==> src/rtl/shift_sequencer.sv <==
// shift_sequencer: multi-cycle 8-bit shifter with a three-state sequencer.
// The accumulator is shifted by at most STEP_MAX positions per cycle until
// the effective distance is used up, then RESULT is flagged with DONE.
// Optional feature: define SHIFT_SEQ_ROR_EN to make OP=11 a rotate-right;
// without it OP=11 behaves as a logical right shift.
module shift_sequencer #(
    parameter int STEP_MAX = 7
) (
    input  logic       CLK,
    input  logic       RESET_N,
    input  logic       START,
    input  logic [1:0] OP,
    input  logic [7:0] DATA_IN,
    input  logic [7:0] AMOUNT,
    input  logic       ABORT,
    output logic       READY,
    output logic       BUSY,
    output logic       DONE,
    output logic [7:0] RESULT
);

    typedef enum logic [1:0] {
        S_IDLE  = 2'd0,
        S_SHIFT = 2'd1,
        S_DONE  = 2'd2
    } state_e;

    localparam logic [1:0] OP_SLL = 2'b00;
    localparam logic [1:0] OP_SRA = 2'b10;
`ifdef SHIFT_SEQ_ROR_EN
    localparam logic [1:0] OP_ROR = 2'b11;
`endif
    localparam logic [3:0] STEP_LIM = 4'(STEP_MAX);

    state_e     state_q, state_d;
    logic [7:0] acc_q, acc_d;
    logic [3:0] rem_q, rem_d;
    logic [1:0] op_q, op_d;

    logic       accept;
    logic [3:0] eff;
    logic [3:0] step;
    logic [3:0] rem_next;
    logic [7:0] acc_shifted;

    assign accept   = (state_q == S_IDLE) && START;
    assign step     = (rem_q > STEP_LIM) ? STEP_LIM : rem_q;
    assign rem_next = rem_q - step;
    assign RESULT   = acc_q;

    // Effective distance for the request on the inputs: shifts saturate at 8,
    // a rotate only needs the distance modulo 8.
    always_comb begin
        eff = (AMOUNT > 8'd8) ? 4'd8 : AMOUNT[3:0];
`ifdef SHIFT_SEQ_ROR_EN
        if (OP == OP_ROR) begin
            eff = {1'b0, AMOUNT[2:0]};
        end
`endif
    end

    // One shift step of the accumulator using the latched operation.
    always_comb begin
        // NOTE: every combinational output gets a default first so no path
        // leaves it unassigned, which would otherwise infer a latch.
        acc_shifted = acc_q >> step[2:0];
        case (op_q)
            OP_SLL:  acc_shifted = acc_q << step[2:0];
            OP_SRA:  acc_shifted = 8'($signed(acc_q) >>> step[2:0]);
`ifdef SHIFT_SEQ_ROR_EN
            OP_ROR:  acc_shifted = 8'({acc_q, acc_q} >> step[2:0]);
`endif
            default: ;
        endcase
    end

    // State register.
    always_ff @(posedge CLK or negedge RESET_N) begin
        if (!RESET_N) begin
            state_q <= S_IDLE;
        end else begin
            // NOTE: flops use non-blocking assignments so every register
            // samples the pre-edge values regardless of statement order.
            state_q <= state_d;
        end
    end

    // Next-state logic: accept from IDLE, count down in SHIFT, one cycle of DONE.
    always_comb begin
        state_d = state_q;
        case (state_q)
            S_IDLE: begin
                if (START) begin
                    state_d = (eff == 4'd0) ? S_DONE : S_SHIFT;
                end
            end
            S_SHIFT: begin
                if (ABORT) begin
                    state_d = S_IDLE;
                end else if (rem_next == 4'd0) begin
                    state_d = S_DONE;
                end
            end
            S_DONE:  state_d = S_IDLE;
            default: state_d = S_IDLE;
        endcase
    end

    // Output decode from registered state only.
    always_comb begin
        READY = (state_q == S_IDLE);
        BUSY  = (state_q == S_SHIFT) || (state_q == S_DONE);
        DONE  = (state_q == S_DONE);
    end

    // Datapath next values: load on accept, shift while in SHIFT (also in the
    // aborting cycle, so an aborted operation leaves its partial result).
    always_comb begin
        acc_d = acc_q;
        rem_d = rem_q;
        op_d  = op_q;
        if (accept) begin
            acc_d = DATA_IN;
            op_d  = OP;
            rem_d = eff;
        end else if (state_q == S_SHIFT) begin
            acc_d = acc_shifted;
            rem_d = rem_next;
        end
    end

    // Datapath registers.
    always_ff @(posedge CLK or negedge RESET_N) begin
        if (!RESET_N) begin
            acc_q <= 8'h00;
            rem_q <= 4'd0;
            op_q  <= 2'b00;
        end else begin
            acc_q <= acc_d;
            rem_q <= rem_d;
            op_q  <= op_d;
        end
    end

endmodule

==> config.mk <==
export PLATFORM = sky130hd
export DESIGN_NAME = shift_sequencer
export DESIGN_NICKNAME = d
export VERILOG_FILES = /design/src/rtl/shift_sequencer.sv
export SDC_FILE = /design/constraint.sdc
export NUM_CORES = 1
export LEC_CHECK = 0
export ABC_AREA = 1
export CAP_MARGIN = 0
export CORE_MARGIN = 3
export CORE_UTILIZATION = 26
export CTS_BUF_LIST = sky130_fd_sc_hd__clkbuf_8
export DETAILED_ROUTE_END_ITERATION = 6
export SKIP_LAST_GASP = 1
export SLEW_MARGIN = 0
export SYNTH_ARGS = -nofsm -noshare
export SYNTH_HDL_FRONTEND = slang
export SYNTH_SLANG_ARGS = --single-unit
export TNS_END_PERCENT = 20
==> constraint.sdc <==
create_clock -name CLK -period 1.3 [get_ports CLK]
set_input_delay 0.325 -clock CLK [delete_from_list [all_inputs] [get_ports CLK]]
set_output_delay 0.325 -clock CLK [all_outputs]
set_load 0.01 [all_outputs]
==> run summary <==
The worst path buffer plus inverter count came out at 2. The core footprint is 5640 µm². The overall die area came out at 6950 µm². On the critical path the largest part of the delay comes from flip-flops. The number of DRC markers in iteration 0 came out at 111. The final hold violation count was 0. Ranked by total cell area, the synthesized netlist is headed by sky130_fd_sc_hd__dfrtp_1 (26%), sky130_fd_sc_hd__nand2_1 (20%), sky130_fd_sc_hd__nand3_1 (11%). Synthesis produced a netlist with a net count of 275.

The run finished, with violations left. The detailed-route vias per instance came out at 4.67. The width of the die is 83.4 µm. The number of distinct library cells after synthesis came out at 26.

The overall overflow remaining after global route is 0. The cell count after synthesis came out at 249. The cell internal power dissipation came out at 3.56 mW.

The fraction of final layout cells sized beyond drive strength 1 came out at 0.320. The pre-antenna-repair detailed-routing pass consisted of 4 iterations. The total clock buffers created by CTS is 3. The clock sink total came out at 16. The initial cell density of the core is 0.276.

Yosys mapped a number of flops with a built-in enable equal to 0. The number of nets in the finished design is 364. The largest individual stage delay along the critical path comes from the cell sky130_fd_sc_hd__dfrtp_2. The clock period minus final worst setup slack is 1520 ps. In the post-route analysis, the smallest setup slack over all paths is -218 ps.

The most frequent cell after synthesis is sky130_fd_sc_hd__nand2_1. The share of synthesized flip-flops with an asynchronous set or reset is 1.00. After detailed routing, the total wire length is 5020 µm. The critical path arrival is 1680 ps. The count of fill cells added during filler insertion is 557.

The worst IR drop on VDD came out at 0.00131 V. The synthesized area divided by synthesized cell count is 6.25 µm². The path class of the tightest hold or removal check is primary input to asynchronous set/reset pin. The number of antenna violations at the first check in global routing came out at 0. The maximum fanout along the worst path came out at 8. Setup violations remaining at the end of the flow were counted as 21. STA classifies the critical path endpoint as a register. In this run the cell area of the synthesized design comes to 1560 µm². The category of the critical setup timing path is register to register.

The count of port buffers added during placement is 32. The most numerous cell type found on the critical path is sky130_fd_sc_hd__nand2_1. The TritonCTS clock tree is done. The die is 83.4 µm tall. The longest individual stage delay on the worst path is 500 ps.

The post-placement cell count came out at 399. The maximum number of pins on one net before global-route repair came out at 17. CTS built an H-tree with a depth of 1. Ranked by instance count, the synthesized netlist is headed by sky130_fd_sc_hd__nand2_1 (83), sky130_fd_sc_hd__nand3_1 (34), sky130_fd_sc_hd__inv_1 (30). The worst clock skew on the final layout came out at 3.03 ps. The number of global-route vias before repair came out at 1,856. The checks that failed: negative setup slack. Of all cell types, the one taking the most synthesized area is sky130_fd_sc_hd__dfrtp_1. The count of pins over their slew limit came out at 0. Max-cap violations in this run came to 0.

The transition at the pin with the smallest max-transition slack is 268 ps. The weighted congestion at the end of routability-driven global placement came out at 0.979. The sequential share of power is 0.142. The number of placement rows is 27. The cell area power density came out at 2760 nW/µm². The final antenna-violating net count came out at 0. The clock network power share came out at 0.068. 33 I/O pins were placed. STA classifies the critical path startpoint as a register. The first-pass GRT wire length came out at 8600 µm.

The total global-route track usage came out at 0.148. The yosys synthesis warning count is 0. The remaining design rule violation count is 0. The non-filler instance count after layout is 409. The top flip-flop cell by instance count after synthesis is sky130_fd_sc_hd__dfrtp_1. The timing-limited maximum frequency came out at 659 MHz.

Measured on the finished design, the core utilization comes to 0.450. The cell at the root of the clock tree is sky130_fd_sc_hd__clkbuf_8. The worst slew slack as a fraction of its limit is 0.822. The portion of synthesized cell area occupied by the leading cell type came out at 0.257. The reported net switching power is 3.44 mW. The clock passes through at most 2 buffers. Detailed placement finished with a half-perimeter wire length of 4040 µm. The switching fraction of total power is 0.492.

The insertion delay of the later-clocked pin in the worst-skew pair is 260 ps. The endpoint required time on the critical path came out at 1460 ps. The part of the total power dissipated in combinational logic came out at 0.790. Traced cell by cell, the critical path runs through buf_6 > nor2_8 > nand2_4 > buf_4 > a21oi_2 > a21oi_1 > nand2_1 > nand2_1 > nand2_1 > nand2_1.

The signed area change from the synthesized netlist to the final layout came out at 63.2%. The clock slew at the register clock pins of the worst setup and hold paths came out at 70 ps. The leakage power of the design came out at 1.29 nW. The average wire per standard cell is 12.3 µm. In the finished design, the share of the clock period the worst path needs comes to 1.17.

0 antenna diodes ended up in the layout. Setup repair after global routing could not meet its margin everywhere. The part of the Yosys area used for sequential elements is 0.257. The flop and latch count out of synthesis is 16.

Detailed routing inserted a total of 1,911 vias.
==> path summary, 6_finish.rpt <==
check | slack (ps) | start | depth (start not counted) | to
setup / recovery | -220 | rem_q[3] | 10 | RESULT[3]
hold reg to reg | 520 | RESULT[6] | 2 | RESULT[6]
min in group CLK | 520 | RESULT[6] | 2 | RESULT[6]
hold / removal | 380 | RESET_N | 2 | state_q[1]
setup reg to reg | -220 | rem_q[3] | 10 | RESULT[3]
max in group asynchronous | 690 | RESET_N | 2 | rem_q[0]
==> state kept, by name, indices dropped and copies added (netlist names) <==
| signal | count |
|---|---|
| op_q | 2 |
| state_q | 2 |
| RESULT | 8 |
| rem_q | 4 |
==> metal layers <==
layer,up-vias,GRT usage,share of wire
met5,-,0,0
met4,0,0.0520,0.018
met3,12,0.0179,0.043
met2,60,0.244,0.46
met1,856,0.198,0.48
li1,983,-,-
==> area by class of cell <==
| class | instances | area [µm²] | share of cell area |
|---|---|---|---|
| Clock buffer | 4 | 55.1 | 0.0217 |
| Timing Repair Buffer | 86 | 763 | 0.300 |
| Inverter | 37 | 151 | 0.0596 |
| Sequential cell | 16 | 403 | 0.159 |
| Tap cell | 72 | 90.1 | 0.0355 |
| Multi-Input combinational cell | 194 | 1080 | 0.424 |
==> placed cells by master, fill, tap and decap left out, types with 3 or more instances in the layout <==
cell type	n
sky130_fd_sc_hd__nand3_2	4
sky130_fd_sc_hd__clkbuf_8	4
sky130_fd_sc_hd__inv_2	9
sky130_fd_sc_hd__a21oi_1	8
sky130_fd_sc_hd__dfrtp_1	14
sky130_fd_sc_hd__nor2_2	3
sky130_fd_sc_hd__dlygate4sd2_1	3
sky130_fd_sc_hd__nand2_4	4
sky130_fd_sc_hd__nand2_1	77
sky130_fd_sc_hd__buf_6	3
sky130_fd_sc_hd__clkdlybuf4s50_1	25
sky130_fd_sc_hd__buf_4	49
sky130_fd_sc_hd__nor2_1	14
sky130_fd_sc_hd__inv_1	25
sky130_fd_sc_hd__buf_12	3
sky130_fd_sc_hd__nand3_1	32
sky130_fd_sc_hd__o21ai_1	6
sky130_fd_sc_hd__nand2_2	9
sky130_fd_sc_hd__o21ai_0	15
sky130_fd_sc_hd__nor2_4	4
==> cells by family after synthesis <==
logic type / count (synthesis) / share of synthesized area
buffers and inverters: 40 / 0.116
DFF: 16 / 0.257
and+or+nand+nor: 150 / 0.457
adders and majority gates: 4 / 0.0322
AOI/OAI and AO/OA: 39 / 0.138
==> power by group through the flow <==
stage                     combinational, mW  sequential (mW)  clock, mW
after floorplan                        3.03            0.998          0
after global placement                 5.23            0.982          0
after detailed placement               5.17            0.989          0
after CTS                              5.17            0.977      0.482
after global routing                   6.13             1.03      0.509
final                                  5.53            0.997      0.474
==> through the flow <==
step / total power [mW] / hold WS (ps) / TNS (ps) / setup slack, ps / instance area, µm²
2_1_floorplan: 4.03 / 29.4 / -32.9 / -11.8 / 1600
3_3_place_gp: 6.21 / 504 / -4340 / -331 / 2380
3_5_place_dp: 6.16 / 501 / -4390 / -320 / 2380
4_1_cts: 6.63 / 391 / -3100 / -221 / 2440
5_1_grt: 7.67 / 411 / -5070 / -308 / 2540
6_report: 7.00 / 383 / -3130 / -218 / 2540
==> timing repair <==
item                       in CTS  in global routing
buffers inserted                1                  4
hold buffers                    0                  0
cloned                          0                  1
resized for setup              17                 19
pin swaps                       1                  8
setup endpoints to repair      25                 26
Note: power is estimated with default switching activity, not from simulation.
